$ cat src/rtl/trace_buffer_host_if.sv
// Bundle of host-side and peripheral-side valid/ready channels of the trace buffer host.
// master = the host block itself, slave = its environment (command source and peripheral).
interface trace_buffer_host_if #(
  parameter int CTRL_WIDTH = 8,
  parameter int STAT_WIDTH = 8,
  parameter int DATA_WIDTH = 32,
  parameter int LEN_WIDTH  = 8
);
  logic                  cmd_valid;
  logic                  cmd_ready;
  logic [1:0]            cmd_op;
  logic [CTRL_WIDTH-1:0] cmd_arg;
  logic [LEN_WIDTH-1:0]  cmd_len;

  logic                  wdata_valid;
  logic                  wdata_ready;
  logic [DATA_WIDTH-1:0] wdata;

  logic                  rsp_valid;
  logic                  rsp_ready;
  logic [DATA_WIDTH-1:0] rsp_data;
  logic                  rsp_last;
  logic                  rsp_err;

  logic                  ctrl_valid;
  logic                  ctrl_ready;
  logic [CTRL_WIDTH-1:0] ctrl;

  logic                  stat_valid;
  logic                  stat_ready;
  logic [STAT_WIDTH-1:0] stat;

  logic                  drd_valid;
  logic                  drd_ready;
  logic [DATA_WIDTH-1:0] drd_data;

  logic                  dwr_valid;
  logic                  dwr_ready;
  logic [DATA_WIDTH-1:0] dwr_data;

  modport master (
    input  cmd_valid, cmd_op, cmd_arg, cmd_len,
    output cmd_ready,
    input  wdata_valid, wdata,
    output wdata_ready,
    output rsp_valid, rsp_data, rsp_last, rsp_err,
    input  rsp_ready,
    output ctrl_valid, ctrl,
    input  ctrl_ready,
    input  stat_valid, stat,
    output stat_ready,
    input  drd_valid, drd_data,
    output drd_ready,
    output dwr_valid, dwr_data,
    input  dwr_ready
  );

  modport slave (
    output cmd_valid, cmd_op, cmd_arg, cmd_len,
    input  cmd_ready,
    output wdata_valid, wdata,
    input  wdata_ready,
    input  rsp_valid, rsp_data, rsp_last, rsp_err,
    output rsp_ready,
    input  ctrl_valid, ctrl,
    output ctrl_ready,
    output stat_valid, stat,
    input  stat_ready,
    output drd_valid, drd_data,
    input  drd_ready,
    input  dwr_valid, dwr_data,
    output dwr_ready
  );
endinterface

$ cat src/rtl/trace_buffer_host.sv
// Trace buffer host: runs one command at a time against the peripheral (control write,
// status read, read burst, write burst) and returns data/acks/errors on one response stream.
module trace_buffer_host #(
  parameter int CTRL_WIDTH = 8,
  parameter int STAT_WIDTH = 8,
  parameter int DATA_WIDTH = 32,
  parameter int LEN_WIDTH  = 8,
  parameter int TIMEOUT    = 1024
) (
  input  logic                clk_i,
  input  logic                rst_ni,
  trace_buffer_host_if.master bus
);
  localparam int WD_W = (TIMEOUT > 0) ? $clog2(TIMEOUT + 1) : 1;
  localparam logic [WD_W-1:0]      WD_MAX  = WD_W'(TIMEOUT);
  localparam logic [WD_W-1:0]      WD_ONE  = WD_W'(1);
  localparam logic [LEN_WIDTH-1:0] CNT_ONE = LEN_WIDTH'(1);
  localparam logic [LEN_WIDTH:0]   ACC_ONE = (LEN_WIDTH+1)'(1);

  typedef enum logic [2:0] {
    S_IDLE, S_CTRL, S_STAT, S_RD, S_WR, S_ACK, S_DRAIN
  } state_e;

  state_e                state_q, state_d;
  logic                  cmd_ready_q;
  logic [CTRL_WIDTH-1:0] arg_q;
  logic [LEN_WIDTH-1:0]  len_q;
  logic [LEN_WIDTH-1:0]  cnt_q;
  logic [LEN_WIDTH:0]    acc_q;
  logic                  rsp_valid_q, rsp_last_q, rsp_err_q;
  logic [DATA_WIDTH-1:0] rsp_data_q;
  logic                  dwr_valid_q;
  logic [DATA_WIDTH-1:0] dwr_data_q;
  logic [WD_W-1:0]       wd_q;

  logic busy, abort, rsp_free, abort_go;
  logic ctrl_valid, stat_ready, drd_ready, dwr_valid, wdata_ready;
  logic cmd_xfer, ctrl_xfer, stat_xfer, drd_xfer, dwr_xfer, wdata_xfer, rsp_xfer;
  logic wr_done, periph_xfer, offer;

  assign busy     = (state_q == S_CTRL) || (state_q == S_STAT) ||
                    (state_q == S_RD)   || (state_q == S_WR);
  // Abort is driven off the registered count so the peripheral-side handshakes can be
  // dropped for the whole abort cycle without a combinational path through the readies.
  assign abort    = (TIMEOUT != 0) && busy && (wd_q == WD_MAX);
  assign rsp_free = !rsp_valid_q || bus.rsp_ready;
  assign abort_go = abort && rsp_free;

  assign ctrl_valid  = (state_q == S_CTRL) && !abort;
  assign stat_ready  = (state_q == S_STAT) && !abort;
  assign drd_ready   = (state_q == S_RD) && !abort && rsp_free;
  assign dwr_valid   = dwr_valid_q && !abort;
  assign wdata_ready = (state_q == S_WR) && !abort && (!dwr_valid_q || bus.dwr_ready) &&
                       (acc_q <= {1'b0, len_q});

  assign cmd_xfer   = cmd_ready_q && bus.cmd_valid;
  assign ctrl_xfer  = ctrl_valid  && bus.ctrl_ready;
  assign stat_xfer  = stat_ready  && bus.stat_valid;
  assign drd_xfer   = drd_ready   && bus.drd_valid;
  assign dwr_xfer   = dwr_valid   && bus.dwr_ready;
  assign wdata_xfer = wdata_ready && bus.wdata_valid;
  assign rsp_xfer   = rsp_valid_q && bus.rsp_ready;

  // Only one word is ever in flight, so the last host word going out ends the burst.
  assign wr_done     = dwr_xfer && (acc_q == ({1'b0, len_q} + ACC_ONE));
  assign periph_xfer = ctrl_xfer || stat_xfer || drd_xfer || dwr_xfer;
  assign offer       = ctrl_valid || stat_ready || drd_ready || dwr_valid;

  always_comb begin
    state_d = state_q;
    case (state_q)
      S_IDLE:
        if (cmd_xfer) begin
          case (bus.cmd_op)
            2'b00:   state_d = S_CTRL;
            2'b01:   state_d = S_STAT;
            2'b10:   state_d = S_RD;
            default: state_d = S_WR;
          endcase
        end
      S_CTRL:
        if (abort_go)       state_d = S_DRAIN;
        else if (ctrl_xfer) state_d = S_ACK;
      S_STAT:
        if (abort_go || stat_xfer) state_d = S_DRAIN;
      S_RD:
        if (abort_go || (drd_xfer && (cnt_q == '0))) state_d = S_DRAIN;
      S_WR:
        if (abort_go)     state_d = S_DRAIN;
        else if (wr_done) state_d = S_ACK;
      S_ACK, S_DRAIN:
        if (rsp_xfer && rsp_last_q) state_d = S_IDLE;
      default: state_d = S_IDLE;
    endcase
  end

  always_ff @(posedge clk_i or negedge rst_ni) begin
    if (!rst_ni) begin
      state_q     <= S_IDLE;
      cmd_ready_q <= 1'b0;
    end else begin
      state_q     <= state_d;
      cmd_ready_q <= (state_d == S_IDLE);
    end
  end

  always_ff @(posedge clk_i or negedge rst_ni) begin
    if (!rst_ni) begin
      arg_q       <= '0;
      len_q       <= '0;
      cnt_q       <= '0;
      acc_q       <= '0;
      rsp_valid_q <= 1'b0;
      rsp_data_q  <= '0;
      rsp_last_q  <= 1'b0;
      rsp_err_q   <= 1'b0;
      dwr_valid_q <= 1'b0;
      dwr_data_q  <= '0;
      wd_q        <= '0;
    end else begin
      if (cmd_xfer) begin
        arg_q <= bus.cmd_arg;
        len_q <= bus.cmd_len;
        cnt_q <= bus.cmd_len;
        acc_q <= '0;
      end

      // Every load below only happens with the response register free or draining.
      if (abort_go) begin
        rsp_valid_q <= 1'b1;
        rsp_data_q  <= '0;
        rsp_last_q  <= 1'b1;
        rsp_err_q   <= 1'b1;
      end else if (ctrl_xfer || wr_done) begin
        rsp_valid_q <= 1'b1;
        rsp_data_q  <= '0;
        rsp_last_q  <= 1'b1;
        rsp_err_q   <= 1'b0;
      end else if (stat_xfer) begin
        rsp_valid_q <= 1'b1;
        rsp_data_q  <= DATA_WIDTH'(bus.stat);
        rsp_last_q  <= 1'b1;
        rsp_err_q   <= 1'b0;
      end else if (drd_xfer) begin
        rsp_valid_q <= 1'b1;
        rsp_data_q  <= bus.drd_data;
        rsp_last_q  <= (cnt_q == '0);
        rsp_err_q   <= 1'b0;
      end else if (rsp_xfer) begin
        rsp_valid_q <= 1'b0;
      end

      if (drd_xfer && (cnt_q != '0)) cnt_q <= cnt_q - CNT_ONE;
      if (wdata_xfer)                acc_q <= acc_q + ACC_ONE;

      if (abort) begin
        dwr_valid_q <= 1'b0;
      end else if (wdata_xfer) begin
        dwr_valid_q <= 1'b1;
        dwr_data_q  <= bus.wdata;
      end else if (dwr_xfer) begin
        dwr_valid_q <= 1'b0;
      end

      // Host-side stalls never reach offer, so they hold the count rather than advance it.
      if (!busy || periph_xfer)          wd_q <= '0;
      else if (offer && (wd_q != WD_MAX)) wd_q <= wd_q + WD_ONE;
    end
  end

  assign bus.cmd_ready   = cmd_ready_q;
  assign bus.wdata_ready = wdata_ready;
  assign bus.rsp_valid   = rsp_valid_q;
  assign bus.rsp_data    = rsp_data_q;
  assign bus.rsp_last    = rsp_last_q;
  assign bus.rsp_err     = rsp_err_q;
  assign bus.ctrl_valid  = ctrl_valid;
  assign bus.ctrl        = arg_q;
  assign bus.stat_ready  = stat_ready;
  assign bus.drd_ready   = drd_ready;
  assign bus.dwr_valid   = dwr_valid;
  assign bus.dwr_data    = dwr_data_q;
endmodule

$ cat src/flat_wrapper.sv
// flat-port wrapper written by rule: the top's interface ports become plain ports
module trace_buffer_host_flat 
#(
  parameter int CTRL_WIDTH = 8,
  parameter int STAT_WIDTH = 8,
  parameter int DATA_WIDTH = 32,
  parameter int LEN_WIDTH  = 8,
  parameter int TIMEOUT    = 1024
)
  (clk_i, rst_ni, bus_cmd_valid, bus_cmd_op, bus_cmd_arg, bus_cmd_len, bus_cmd_ready, bus_wdata_valid, bus_wdata, bus_wdata_ready, bus_rsp_valid, bus_rsp_data, bus_rsp_last, bus_rsp_err, bus_rsp_ready, bus_ctrl_valid, bus_ctrl, bus_ctrl_ready, bus_stat_valid, bus_stat, bus_stat_ready, bus_drd_valid, bus_drd_data, bus_drd_ready, bus_dwr_valid, bus_dwr_data, bus_dwr_ready);
  trace_buffer_host_if #(.CTRL_WIDTH(CTRL_WIDTH), .STAT_WIDTH(STAT_WIDTH), .DATA_WIDTH(DATA_WIDTH), .LEN_WIDTH(LEN_WIDTH)) bus_i ();
  input  logic clk_i;
  input  logic rst_ni;
  input wire logic [$bits(bus_i.cmd_valid)-1:0] bus_cmd_valid;
  input wire logic [$bits(bus_i.cmd_op)-1:0] bus_cmd_op;
  input wire logic [$bits(bus_i.cmd_arg)-1:0] bus_cmd_arg;
  input wire logic [$bits(bus_i.cmd_len)-1:0] bus_cmd_len;
  output wire logic [$bits(bus_i.cmd_ready)-1:0] bus_cmd_ready;
  input wire logic [$bits(bus_i.wdata_valid)-1:0] bus_wdata_valid;
  input wire logic [$bits(bus_i.wdata)-1:0] bus_wdata;
  output wire logic [$bits(bus_i.wdata_ready)-1:0] bus_wdata_ready;
  output wire logic [$bits(bus_i.rsp_valid)-1:0] bus_rsp_valid;
  output wire logic [$bits(bus_i.rsp_data)-1:0] bus_rsp_data;
  output wire logic [$bits(bus_i.rsp_last)-1:0] bus_rsp_last;
  output wire logic [$bits(bus_i.rsp_err)-1:0] bus_rsp_err;
  input wire logic [$bits(bus_i.rsp_ready)-1:0] bus_rsp_ready;
  output wire logic [$bits(bus_i.ctrl_valid)-1:0] bus_ctrl_valid;
  output wire logic [$bits(bus_i.ctrl)-1:0] bus_ctrl;
  input wire logic [$bits(bus_i.ctrl_ready)-1:0] bus_ctrl_ready;
  input wire logic [$bits(bus_i.stat_valid)-1:0] bus_stat_valid;
  input wire logic [$bits(bus_i.stat)-1:0] bus_stat;
  output wire logic [$bits(bus_i.stat_ready)-1:0] bus_stat_ready;
  input wire logic [$bits(bus_i.drd_valid)-1:0] bus_drd_valid;
  input wire logic [$bits(bus_i.drd_data)-1:0] bus_drd_data;
  output wire logic [$bits(bus_i.drd_ready)-1:0] bus_drd_ready;
  output wire logic [$bits(bus_i.dwr_valid)-1:0] bus_dwr_valid;
  output wire logic [$bits(bus_i.dwr_data)-1:0] bus_dwr_data;
  input wire logic [$bits(bus_i.dwr_ready)-1:0] bus_dwr_ready;
  assign bus_i.cmd_valid = bus_cmd_valid;
  assign bus_i.cmd_op = bus_cmd_op;
  assign bus_i.cmd_arg = bus_cmd_arg;
  assign bus_i.cmd_len = bus_cmd_len;
  assign bus_cmd_ready = bus_i.cmd_ready;
  assign bus_i.wdata_valid = bus_wdata_valid;
  assign bus_i.wdata = bus_wdata;
  assign bus_wdata_ready = bus_i.wdata_ready;
  assign bus_rsp_valid = bus_i.rsp_valid;
  assign bus_rsp_data = bus_i.rsp_data;
  assign bus_rsp_last = bus_i.rsp_last;
  assign bus_rsp_err = bus_i.rsp_err;
  assign bus_i.rsp_ready = bus_rsp_ready;
  assign bus_ctrl_valid = bus_i.ctrl_valid;
  assign bus_ctrl = bus_i.ctrl;
  assign bus_i.ctrl_ready = bus_ctrl_ready;
  assign bus_i.stat_valid = bus_stat_valid;
  assign bus_i.stat = bus_stat;
  assign bus_stat_ready = bus_i.stat_ready;
  assign bus_i.drd_valid = bus_drd_valid;
  assign bus_i.drd_data = bus_drd_data;
  assign bus_drd_ready = bus_i.drd_ready;
  assign bus_dwr_valid = bus_i.dwr_valid;
  assign bus_dwr_data = bus_i.dwr_data;
  assign bus_i.dwr_ready = bus_dwr_ready;
  trace_buffer_host #(.CTRL_WIDTH(CTRL_WIDTH), .STAT_WIDTH(STAT_WIDTH), .DATA_WIDTH(DATA_WIDTH), .LEN_WIDTH(LEN_WIDTH), .TIMEOUT(TIMEOUT)) u_core (.clk_i(clk_i), .rst_ni(rst_ni), .bus(bus_i));
endmodule
$ cat config.mk
export PLATFORM = sky130hd
export DESIGN_NAME = trace_buffer_host_flat
export DESIGN_NICKNAME = d
export VERILOG_FILES = /design/src/rtl/trace_buffer_host_if.sv /design/src/rtl/trace_buffer_host.sv /design/src/flat_wrapper.sv
export SDC_FILE = /design/constraint.sdc
export NUM_CORES = 1
export LEC_CHECK = 0
export CAP_MARGIN = 15
export CELL_PAD_IN_SITES_DETAIL_PLACEMENT = 1
export CELL_PAD_IN_SITES_GLOBAL_PLACEMENT = 1
export CORE_ASPECT_RATIO = 1.2
export CORE_MARGIN = 3
export CORE_UTILIZATION = 38
export DETAILED_ROUTE_END_ITERATION = 12
export PLACE_DENSITY_LB_ADDON = 0.1
export SYNTH_ARGS = -nofsm -noshare
export SYNTH_HDL_FRONTEND = slang
export SYNTH_SLANG_ARGS = --single-unit
$ cat constraint.sdc
create_clock -name clk_i -period 5.9 [get_ports clk_i]
set_input_delay 1.18 -clock clk_i [delete_from_list [all_inputs] [get_ports clk_i]]
set_output_delay 1.18 -clock clk_i [all_outputs]
set_load 0.1 [all_outputs]
==> results of run 1 <==
## per-stage QoR
stage                     hold slack (ns)  utilization, %
after floorplan                    0.4730               -
after global placement             0.4611           52.86
after detailed placement           0.4657           52.86
after CTS                          0.4802           56.93
after global routing               0.5172           56.93
final                              0.4711           56.93
## synth_stat cells, drive strengths merged, types with 4 or more instances
master | number | area [um2]
nor2 | 62 | 251.5
inv | 20 | 75.07
mux2 | 32 | 360.4
xnor2 | 10 | 87.58
nand4 | 6 | 37.54
a31oi | 4 | 25.02
a22oi | 25 | 187.7
a211o | 4 | 35.03
nand2 | 61 | 229.0
nand3 | 17 | 85.08
or3 | 5 | 31.28
and3 | 6 | 37.54
ha | 17 | 212.7
buf | 14 | 75.07
o21ai | 22 | 110.1
a21oi | 11 | 55.05
nor4 | 7 | 43.79
clkbuf | 15 | 56.30
xor2 | 11 | 96.34
nor3 | 23 | 135.1
dfrtp | 116 | 2903
nor3b | 4 | 30.03
a222oi | 8 | 80.08
## final timing paths
| path | startpoint | endpoint | slack, ns | cells past startpoint |
|---|---|---|---|---|
| hold / removal | u_core.bus.ctrl[4] | u_core.bus.ctrl[4] | 0.47 | 2 |
| min in group asynchronous | rst_ni | u_core.bus.ctrl[6] | 0.86 | 1 |
| hold reg to reg | u_core.bus.ctrl[4] | u_core.bus.ctrl[4] | 0.47 | 2 |
| max in group asynchronous | rst_ni | u_core.len_q[4] | 3.83 | 2 |
| setup / recovery | u_core.state_q[0] | bus_drd_ready | 1.39 | 5 |
| setup reg to reg | u_core.wd_q[0] | u_core.bus.rsp_data[28] | 2.61 | 9 |
## routing by layer
layer  part of all wire [%]  vias up
met1                     39     2575
li1                       -     2355
met5                      0        -
met2                     54      126
met4                   0.86        0
met3                    6.1       13
## cell families after synthesis
family	count (synthesis)
AO/OA/AOI/OAI	99
flip-flops	116
XOR/XNOR	21
multiplexers	33
buffers and inverters	49
AND/OR/NAND/NOR	220
adder cells (fa/ha/maj)	17
## registers in the layout, indices dropped and copies added, names as in the netlist
name and flops:
u_core.len_q 8, u_core.bus.cmd_ready 1, u_core.bus.rsp_err 1, u_core.bus.rsp_data 32, u_core.bus.ctrl 8, u_core.acc_q 9
u_core.state_q 3, u_core.dwr_valid_q 1, u_core.wd_q 11, u_core.bus.rsp_valid 1, u_core.cnt_q 8, u_core.bus.rsp_last 1
u_core.bus.dwr_data 32
## area by class of cell
cell class                      count  area (um2)  share of cell area [%]
Sequential cell                   116        2903                   35.08
Clock inverter                     10       131.4                   1.588
Timing Repair Buffer              187        1847                   22.32
Clock buffer                       21       460.4                   5.565
Tap cell                          200       250.2                   3.024
Inverter                           20       75.07                  0.9073
Multi-Input combinational cell    390        2608                   31.51
## worst register-to-register path: stages (launching register included)
cell and delay (ns):
dfrtp_1 0.42, inv_1 0.09, ha_1 0.14, or4b_1 0.47, or3_1 0.49, nor3_2 0.88
nor3_2 0.12, buf_4 0.26, a22oi_1 0.22, nor2_1 0.08
==> results.sh, run 1 <==
export IMPL_status="finished, final reports clean"
export IMPL_fillers=1597
export IMPL_seq_area_frac_synth_pct=50.89
export IMPL_synth_compound_area_share_pct=12.35
export IMPL_placed_cells=913
export IMPL_synthXorXnorAreaFrac_pct=3.224
export IMPL_hp_class="flip-flop to flip-flop"
export IMPL_fin_area_um2=8274
export IMPL_synth_fa_ha_area_share_pct=3.729
export IMPL_synth_avg_cell_area_um2=10.28
export IMPL_setup_violations_final=0
export IMPL_synth_edf_count=0
export IMPL_instances_no_fill=944
export IMPL_synth_cell_types=65
export IMPL_min_period_over_period_pct=76.41
export IMPL_die_area_um2=16520
export IMPL_arrival_ns=3.33
export IMPL_nNetsFinal=848
export IMPL_syn2layout_area_growth_pct=45.05
export IMPL_grt_use_total_pct=23.15
export IMPL_numCtsBuffers=17
export IMPL_top_usage_layer="met2"
export IMPL_synth_fp_nets=671
export IMPL_max_freq_mhz=221.8
export IMPL_period_minus_slack_ns=4.508
export IMPL_finalSetupTns_ns=0
export IMPL_wl_mm=18.44
export IMPL_postLayoutSetupSlackWorst_ns=1.392
export IMPL_synth_flop_cell="dfrtp_1"
export IMPL_synth_simple_area_share_pct=19.70
export IMPL_grt_use_met1_pct=26.20
export IMPL_max_cap_violations=0
export IMPL_rsz0062_at_grt="no"
export IMPL_cp_slowest_cell="clkdlybuf4s50_1"
export IMPL_synth_seq_cells=116
export IMPL_drt_iter0_markers=250
export IMPL_grtUsageMet2_pct=41.91
export IMPL_place_ws_ns=1.549
export IMPL_numClockSinks=116
export IMPL_path_cells="nor2_2, xor2_1, nor2_8, nor3_1, clkdlybuf4s50_1"
export IMPL_hold_buffers=0
export IMPL_grt_pass1_wl_mm=30.71
export IMPL_htreeDepth=4
export IMPL_die_h_um=140.2
export IMPL_cts_tree="built"
export IMPL_grt_overflow_total=0
export IMPL_dr_pass1_iters=5
export IMPL_start_util_pct=39.25
export IMPL_clock_skew_ns=0.01318
export IMPL_worstMarginPinSlew_ns=1.058
export IMPL_gp_congestion=0.8289
export IMPL_num_rows=48
export IMPL_post_cts_resized=0
export IMPL_cts_clk_slew_worst_paths_ns=0.06
export IMPL_async_flop_share_pct=100.0
export IMPL_wl_per_cell_um=19.54
export IMPL_port_buffers=179
export IMPL_synth_mux_area_share_pct=6.493
export IMPL_crit_family="buffers and inverters"
export IMPL_final_hold_violation_count=0
export IMPL_drive_gt1_share_pct=11.83
export IMPL_clk_path_buf_depth=2
export IMPL_syn_area_um2=5704
export IMPL_diodes=0
export IMPL_yosysWarnings=0
export IMPL_layout_common_cells="clkdlybuf4s50_1, dfrtp_1, nand2_1"
export IMPL_drc_errors=0
export IMPL_drv_slew=0
export IMPL_die_w_um=117.8
export IMPL_max_slew_margin_pct=29.01
export IMPL_critical_path_class="flip-flop to output pin"
export IMPL_grt_pass1_vias=5822
export IMPL_vias=5069
export IMPL_insertion_delay_ns=0.42
export IMPL_crit_required_ns=4.72
export IMPL_post_dp_cell_area_um2=7682
export IMPL_grtUsageMet3_pct=6.947
export IMPL_io_pins=180
export IMPL_final_common_cell="clkdlybuf4s50_1"
export IMPL_antenna_found_initial=0
export IMPL_cts_root_buf="clkbuf_16"
export IMPL_netlist_instances=555
export IMPL_viasPerCell=5.370
export IMPL_ant_nets=0
export IMPL_path_max_fanout=13
export IMPL_crit_path_end_kind="output pin"
export IMPL_worstSetupStartpointType="flip-flop"
export IMPL_path_buf_inv=1
export IMPL_synth_top_family_by_area="simple AND/OR/NAND/NOR gates"
export IMPL_grt_start_max_net_pins=67
export IMPL_placeableCoreArea_um2=14530
export IMPL_place_hpwl_mm=13.21
export IMPL_critPathMaxStageDelay_ns=1.17
export IMPL_post_cts_setup_buffers=0
Power of run 1 is not shown: default switching activity piles up to over one toggle a cycle in this logic, so the estimate is an artifact.
==> run 2, diff against run 1 <==
- CORE_UTILIZATION: 38 -> 32
- clock period: 5.9 -> 3.6 ns (I/O delays scaled with it)
==> run 2 against run 1 <==
  * Global-route usage decreased by 3.7 points
  * Clock skew fell by 0.0055 ns
  * Die area up 18%
  * Critical path depth increased by 2
  * Via count hardly changed
  * First-iteration DRC count decreased by 23%
  * Design area up 2.4%
  * Clock-buffer cell count fell by 2
  * Largest cell class unchanged
  * Highest routed layer unchanged
==> results.sh, run 2 (synthesis results as in run 1) <==
export IMPL_wl_mm=18.51
export IMPL_io_pins=180
export IMPL_r2r_start="u_core.wd_q[0]"
export IMPL_insertion_delay_ns=0.41
export IMPL_ant_nets=0
export IMPL_clock_skew_ns=0.007639
export IMPL_numCtsBuffers=17
export IMPL_diodes=0
export IMPL_max_slew_margin_pct=31.68
export IMPL_period_minus_slack_ns=3.296
export IMPL_numClockSinks=116
export IMPL_r2r_end="u_core.bus.rsp_data[3]"
export IMPL_gp_congestion=0.7479
export IMPL_crit_required_ns=2.88
export IMPL_crit_path_end_kind="output pin"
export IMPL_final_hold_violation_count=0
export IMPL_setup_violations_final=0
export IMPL_start_util_pct=33.21
export IMPL_die_w_um=127.9
export IMPL_finalSetupTns_ns=0
export IMPL_dr_pass1_iters=6
export IMPL_syn2layout_area_growth_pct=48.61
export IMPL_die_h_um=152.3
export IMPL_num_rows=52
export IMPL_grt_pass1_vias=5677
export IMPL_nNetsFinal=853
export IMPL_grt_pass1_wl_mm=30.23
export IMPL_multi_input_area_um2=2624
export IMPL_rsz0062_at_grt="no"
export IMPL_die_area_um2=19470
export IMPL_port_buffers=179
export IMPL_ff2ff_path_depth=10
export IMPL_status="finished, final reports clean"
export IMPL_grt_start_max_net_pins=59
export IMPL_fillers=1910
export IMPL_drt_iter0_markers=193
export IMPL_worstSetupStartpointType="flip-flop"
export IMPL_post_cts_setup_buffers=0
export IMPL_max_cap_violations=0
export IMPL_viasPerCell=5.258
export IMPL_worstMarginPinSlew_ns=1.022
export IMPL_path_max_fanout=8
export IMPL_post_cts_resized=0
export IMPL_cts_clk_slew_worst_paths_ns=0.06
export IMPL_drive_gt1_share_pct=13.62
export IMPL_min_period_over_period_pct=91.56
export IMPL_place_hpwl_mm=13.53
export IMPL_seq_area_um2=2903
export IMPL_layout_common_cells="clkdlybuf4s50_1, dfrtp_1, nand2_1"
export IMPL_vias=5074
export IMPL_wl_per_cell_um=19.18
export IMPL_startpoint="u_core.wd_q[0]"
export IMPL_drc_errors=0
export IMPL_grt_overflow_total=0
export IMPL_antenna_found_initial=0
export IMPL_hp_class="input port to asynchronous set/reset pin"
export IMPL_arrival_ns=2.58
export IMPL_drv_slew=0
export IMPL_r2r_setup_slack_ns=0.62
export IMPL_placeableCoreArea_um2=17180
export IMPL_cts_root_buf="clkbuf_16"
export IMPL_final_common_cell="clkdlybuf4s50_1"
export IMPL_critical_path_class="flip-flop to output pin"
export IMPL_grt_use_total_pct=19.43
export IMPL_clk_path_buf_depth=2
export IMPL_max_freq_mhz=303.4
export IMPL_hold_buffers=0
export IMPL_htreeDepth=4
export IMPL_cts_tree="built"
## run 2: cell types whose count changed in the layout (fill, tap and decap cells not counted), sizes merged
cell	previous run	this run
buf	10	19
clkdlybuf4s50	177	173
bufinv	3	5
clkbuf	21	19
clkinv	6	5
inv	20	21
## run 2: cell type report
class / instances / area share (%)
Clock inverter: 12 / 2.391
Inverter: 20 / 0.8856
Clock buffer: 19 / 5.343
Multi-Input combinational cell: 390 / 30.95
Sequential cell: 116 / 34.24
Tap cell: 216 / 3.188
Timing Repair Buffer: 192 / 23.00
## run 2: metrics by stage
stage / instances / util [%] / hold slack (ns) / instance area [um2] / setup slack (ns)
final: 965 / 49.35 / 0.3469 / 8477 / 0.3038
after global routing: 965 / 49.35 / 0.4041 / 8477 / 0.1545
after CTS: 965 / 49.35 / 0.3900 / 8477 / 0.2744
after detailed placement: 934 / 45.53 / 0.4702 / 7821 / 0.5246
after global placement: 934 / 45.53 / 0.4613 / 7821 / 0.5967
after floorplan: 555 / - / 0.4244 / 5720 / 0.1202
## run 2: worst max-delay path, cell delays in order, from the launching register on
cell	delay (ns)
dfrtp_1	0.41
inv_1	0.07
ha_1	0.15
or4b_1	0.48
or3_1	0.51
nor2_8	0.24
nor3_2	0.07
buf_4	0.23
## run 2: worst max-delay path by stage
| stage | end | slack, ns | depth (start not counted) |
|---|---|---|---|
| floorplan | bus_wdata_ready | 0.12 | 7 |
| global placement | u_core.bus.dwr_data[8] | 0.60 | 6 |
| detailed placement | u_core.bus.rsp_data[3] | 0.52 | 7 |
| CTS | bus_drd_ready | 0.27 | 7 |
| global route | bus_dwr_valid | 0.15 | 7 |
| finish | bus_drd_ready | 0.30 | 7 |
## run 2: metal layers
| metal | part of all wire, % | track usage, % |
|---|---|---|
| met5 | 0 | 0 |
| met4 | 2.6 | 7.078 |
| met3 | 7.0 | 7.293 |
| met2 | 50 | 32.03 |
| met1 | 41 | 23.04 |
Power of run 2 is left out for the same reason.
==> RTL edit (config.mk and constraints of run 2) <==
`DATA_WIDTH` is set to 32 in 3 places; all go to 24.
--- a/src/rtl/trace_buffer_host_if.sv
+++ b/src/rtl/trace_buffer_host_if.sv
@@ -5,3 +5,3 @@
   parameter int STAT_WIDTH = 8,
-  parameter int DATA_WIDTH = 32,
+  parameter int DATA_WIDTH = 24,
   parameter int LEN_WIDTH  = 8
--- a/src/rtl/trace_buffer_host.sv
+++ b/src/rtl/trace_buffer_host.sv
@@ -5,3 +5,3 @@
   parameter int STAT_WIDTH = 8,
-  parameter int DATA_WIDTH = 32,
+  parameter int DATA_WIDTH = 24,
   parameter int LEN_WIDTH  = 8,
--- a/src/flat_wrapper.sv
+++ b/src/flat_wrapper.sv
@@ -5,3 +5,3 @@
   parameter int STAT_WIDTH = 8,
-  parameter int DATA_WIDTH = 32,
+  parameter int DATA_WIDTH = 24,
   parameter int LEN_WIDTH  = 8,
Interface: changed (resized bus_drd_data, bus_dwr_data, bus_rsp_data and bus_wdata); port bits go from 180 to 148. The function was not compared with the original's and may differ.
==> RTL edit against run 2 <==
Cell area shrank 14%. Cell count shrank 7.5%. Hold slack better by 0.047 ns. Synthesized area down 7.8%. Die area down 7.4%. Critical path type unchanged. Routed wire length shrank 15%. Global-route usage fell by 1.1 points. Count of clock-buffer cells in the layout down 9. Worst setup slack improved by 0.22 ns. Largest cell class is now multi-input combinational cells. Sequential cell count shrank 16.
==> RTL edit: results (changes against run 2) <==
\begin{tabular}{lr}
\hline
Metric & Value \\
\hline
\multicolumn{2}{l}{\textbf{Logic synthesis}} \\
Mapped Nets & 640 (-4.6\%) \\
Most used flip-flop cell after synthesis & dfrtp\_1 \\
Sequential share of the synthesized area & 0.476 (-0.0333) \\
Most frequent cells after synthesis & dfrtp\_1, nand2\_1, nor2\_1, nor3\_1, mux2\_2 \\
Cell count after synthesis & 540 (-2.7\%) \\
Async set or reset register ratio after synthesis & 1.00 (unchanged) \\
Netlist cell types & 57 (-12\%) \\
Biggest area contributors in the synthesized netlist & dfrtp\_1, mux2\_2, nand2\_1 \\
\multicolumn{2}{l}{\textbf{Run status}} \\
Run status & completed \\
\multicolumn{2}{l}{\textbf{Worst setup path}} \\
Arrival time at the worst endpoint & 2.36 ns (-0.22 ns) \\
Crit path max fanout & 7 (-1) \\
Launch instance of the worst register-to-register path & u\_core.state\_q[1] \\
\multicolumn{2}{l}{\textbf{GRT}} \\
Global-route wire length before repair & 26300 um (-13\%) \\
Tot GR Track Use & 0.183 (-0.0115) \\
Number of global-route vias before repair & 5068 (-11\%) \\
Maximum number of pins on one net before global-route repair & 53 (-10\%) \\
\multicolumn{2}{l}{\textbf{Final layout}} \\
Nets@finish & 780 (-8.6\%) \\
Share of cells above drive strength 1 & 0.108 (-0.0282) \\
\multicolumn{2}{l}{\textbf{Drt}} \\
Pre-antenna DRT Iters & 4 (-2) \\
Detailed Route WL & 15800 um (-15\%) \\
Routed length on met1 & 6440 um (-15\%) \\
Sum of met2 wire segment lengths after detailed routing & 8540 um (-6.9\%) \\
Number of vias per cell & 5.11 (-2.8\%) \\
Via count & 4565 (-10\%) \\
\multicolumn{2}{l}{\textbf{Clock network}} \\
CTS clk-pin slew, worst paths & 0.08 ns (+0.02 ns) \\
Clock insertion delay at the later pin of the skew report & 0.36 ns (-0.05 ns) \\
Buffer cell driving the clock tree root & clkbuf\_16 \\
Number of buffers created by CTS & 9 (-8) \\
Number of levels the H-tree was split into & 3 (-1) \\
Total setup buffers inserted after CTS & 0 (unchanged) \\
\multicolumn{2}{l}{\textbf{Timing}} \\
Setup clock skew after layout & 0.0106 ns (+0.00293 ns) \\
Hold violation total from the final report & 0 (unchanged) \\
Actual transition at the worst max-transition pin & 1.02 ns (-0.00430 ns) \\
\multicolumn{2}{l}{\textbf{Placement}} \\
Global placement routability congestion & 0.855 (+14\%) \\
IO buf count & 147 (-18\%) \\
Placed cell count & 877 (-6.1\%) \\
Half-perimeter wire length after detailed placement & 12100 um (-11\%) \\
\multicolumn{2}{l}{\textbf{Min path}} \\
Min-Delay Path Class & in -> async \\
\hline
\end{tabular}
-- RTL edit: changes by cell type after synthesis, sizes merged, moves of 15 or more --
| cell | run 2 | this run |
|---|---|---|
| a22oi | 25 | 0 |
| dfrtp | 116 | 100 |
| mux2i | 1 | 17 |
| nand2 | 61 | 78 |
| nor2 | 62 | 46 |
| nor3 | 23 | 38 |
-- RTL edit: layout make-up --
cell class	count	area, um2
multi-input cells	391	2560
clock buffers	10	239
well taps	208	260
fillers	1778	8550
inverters	19	71.3
flip-flops and latches	100	2500
repair buffers	159	1570
clock inverters	6	65.1
-- RTL edit: where the power goes --
part	internal [mW]	total (mW)	switching, mW
clock network	0.510	0.989	0.479
logic	1.27	4.42	3.16
registers	1.53	1.89	0.356
total	3.31	7.30	3.99
-- RTL edit: cell families (layout without fill, tap and decap cells) --
| kind of cell | after synthesis | after routing | share of synthesized area |
|---|---|---|---|
| xor+xnor | 19 | 19 | 0.0316 |
| buf+inv | 49 | 194 | 0.0402 |
| flops | 100 | 100 | 0.476 |
| compound gates | 74 | 74 | 0.0992 |
| simple gates | 237 | 237 | 0.223 |
| mux | 44 | 44 | 0.0901 |
| fa+ha+maj | 17 | 17 | 0.0404 |
-- RTL edit: critical path, stage by stage, from the launching register on --
cell and delay, ns:
dfrtp_1 0.42, inv_1 0.09, ha_1 0.16, nor4b_1 0.45
nand3_1 0.35, nand2_1 0.23, nor3_2 0.05, buf_4 0.25
-- RTL edit: worst paths after layout --
path | endpoint | depth (start not counted) | slack [ns]
max in group asynchronous | u_core.bus.rsp_data[21] | 2 | 2.47
hold reg to reg | u_core.bus.ctrl[7] | 2 | 0.49
setup / recovery | bus_drd_ready | 7 | 0.52
setup reg to reg | u_core.bus.dwr_data[16] | 7 | 0.80
hold / removal | u_core.bus.ctrl[7] | 1 | 0.39
min in group clk_i | u_core.bus.ctrl[7] | 2 | 0.49
-- RTL edit: layer usage --
| metal | global-route usage | vias up |
|---|---|---|
| li1 | - | 2182 |
| met1 | 0.211 | 2294 |
| met2 | 0.333 | 74 |
| met3 | 0.0453 | 15 |
| met4 | 0.0482 | 0 |
| met5 | 0 | - |
-- RTL edit: per-stage QoR --
step	utilization	power (mW)	hold slack [ns]	worst slack [ns]	instance area [um2]
after floorplan	-	5.18	0.424	0.301	5280
after global placement	0.440	6.27	0.462	0.682	6970
after detailed placement	0.440	6.37	0.471	0.592	6970
after CTS	0.460	7.40	0.425	0.496	7270
after global routing	0.460	7.69	0.448	0.266	7270
final	0.460	7.30	0.394	0.524	7270
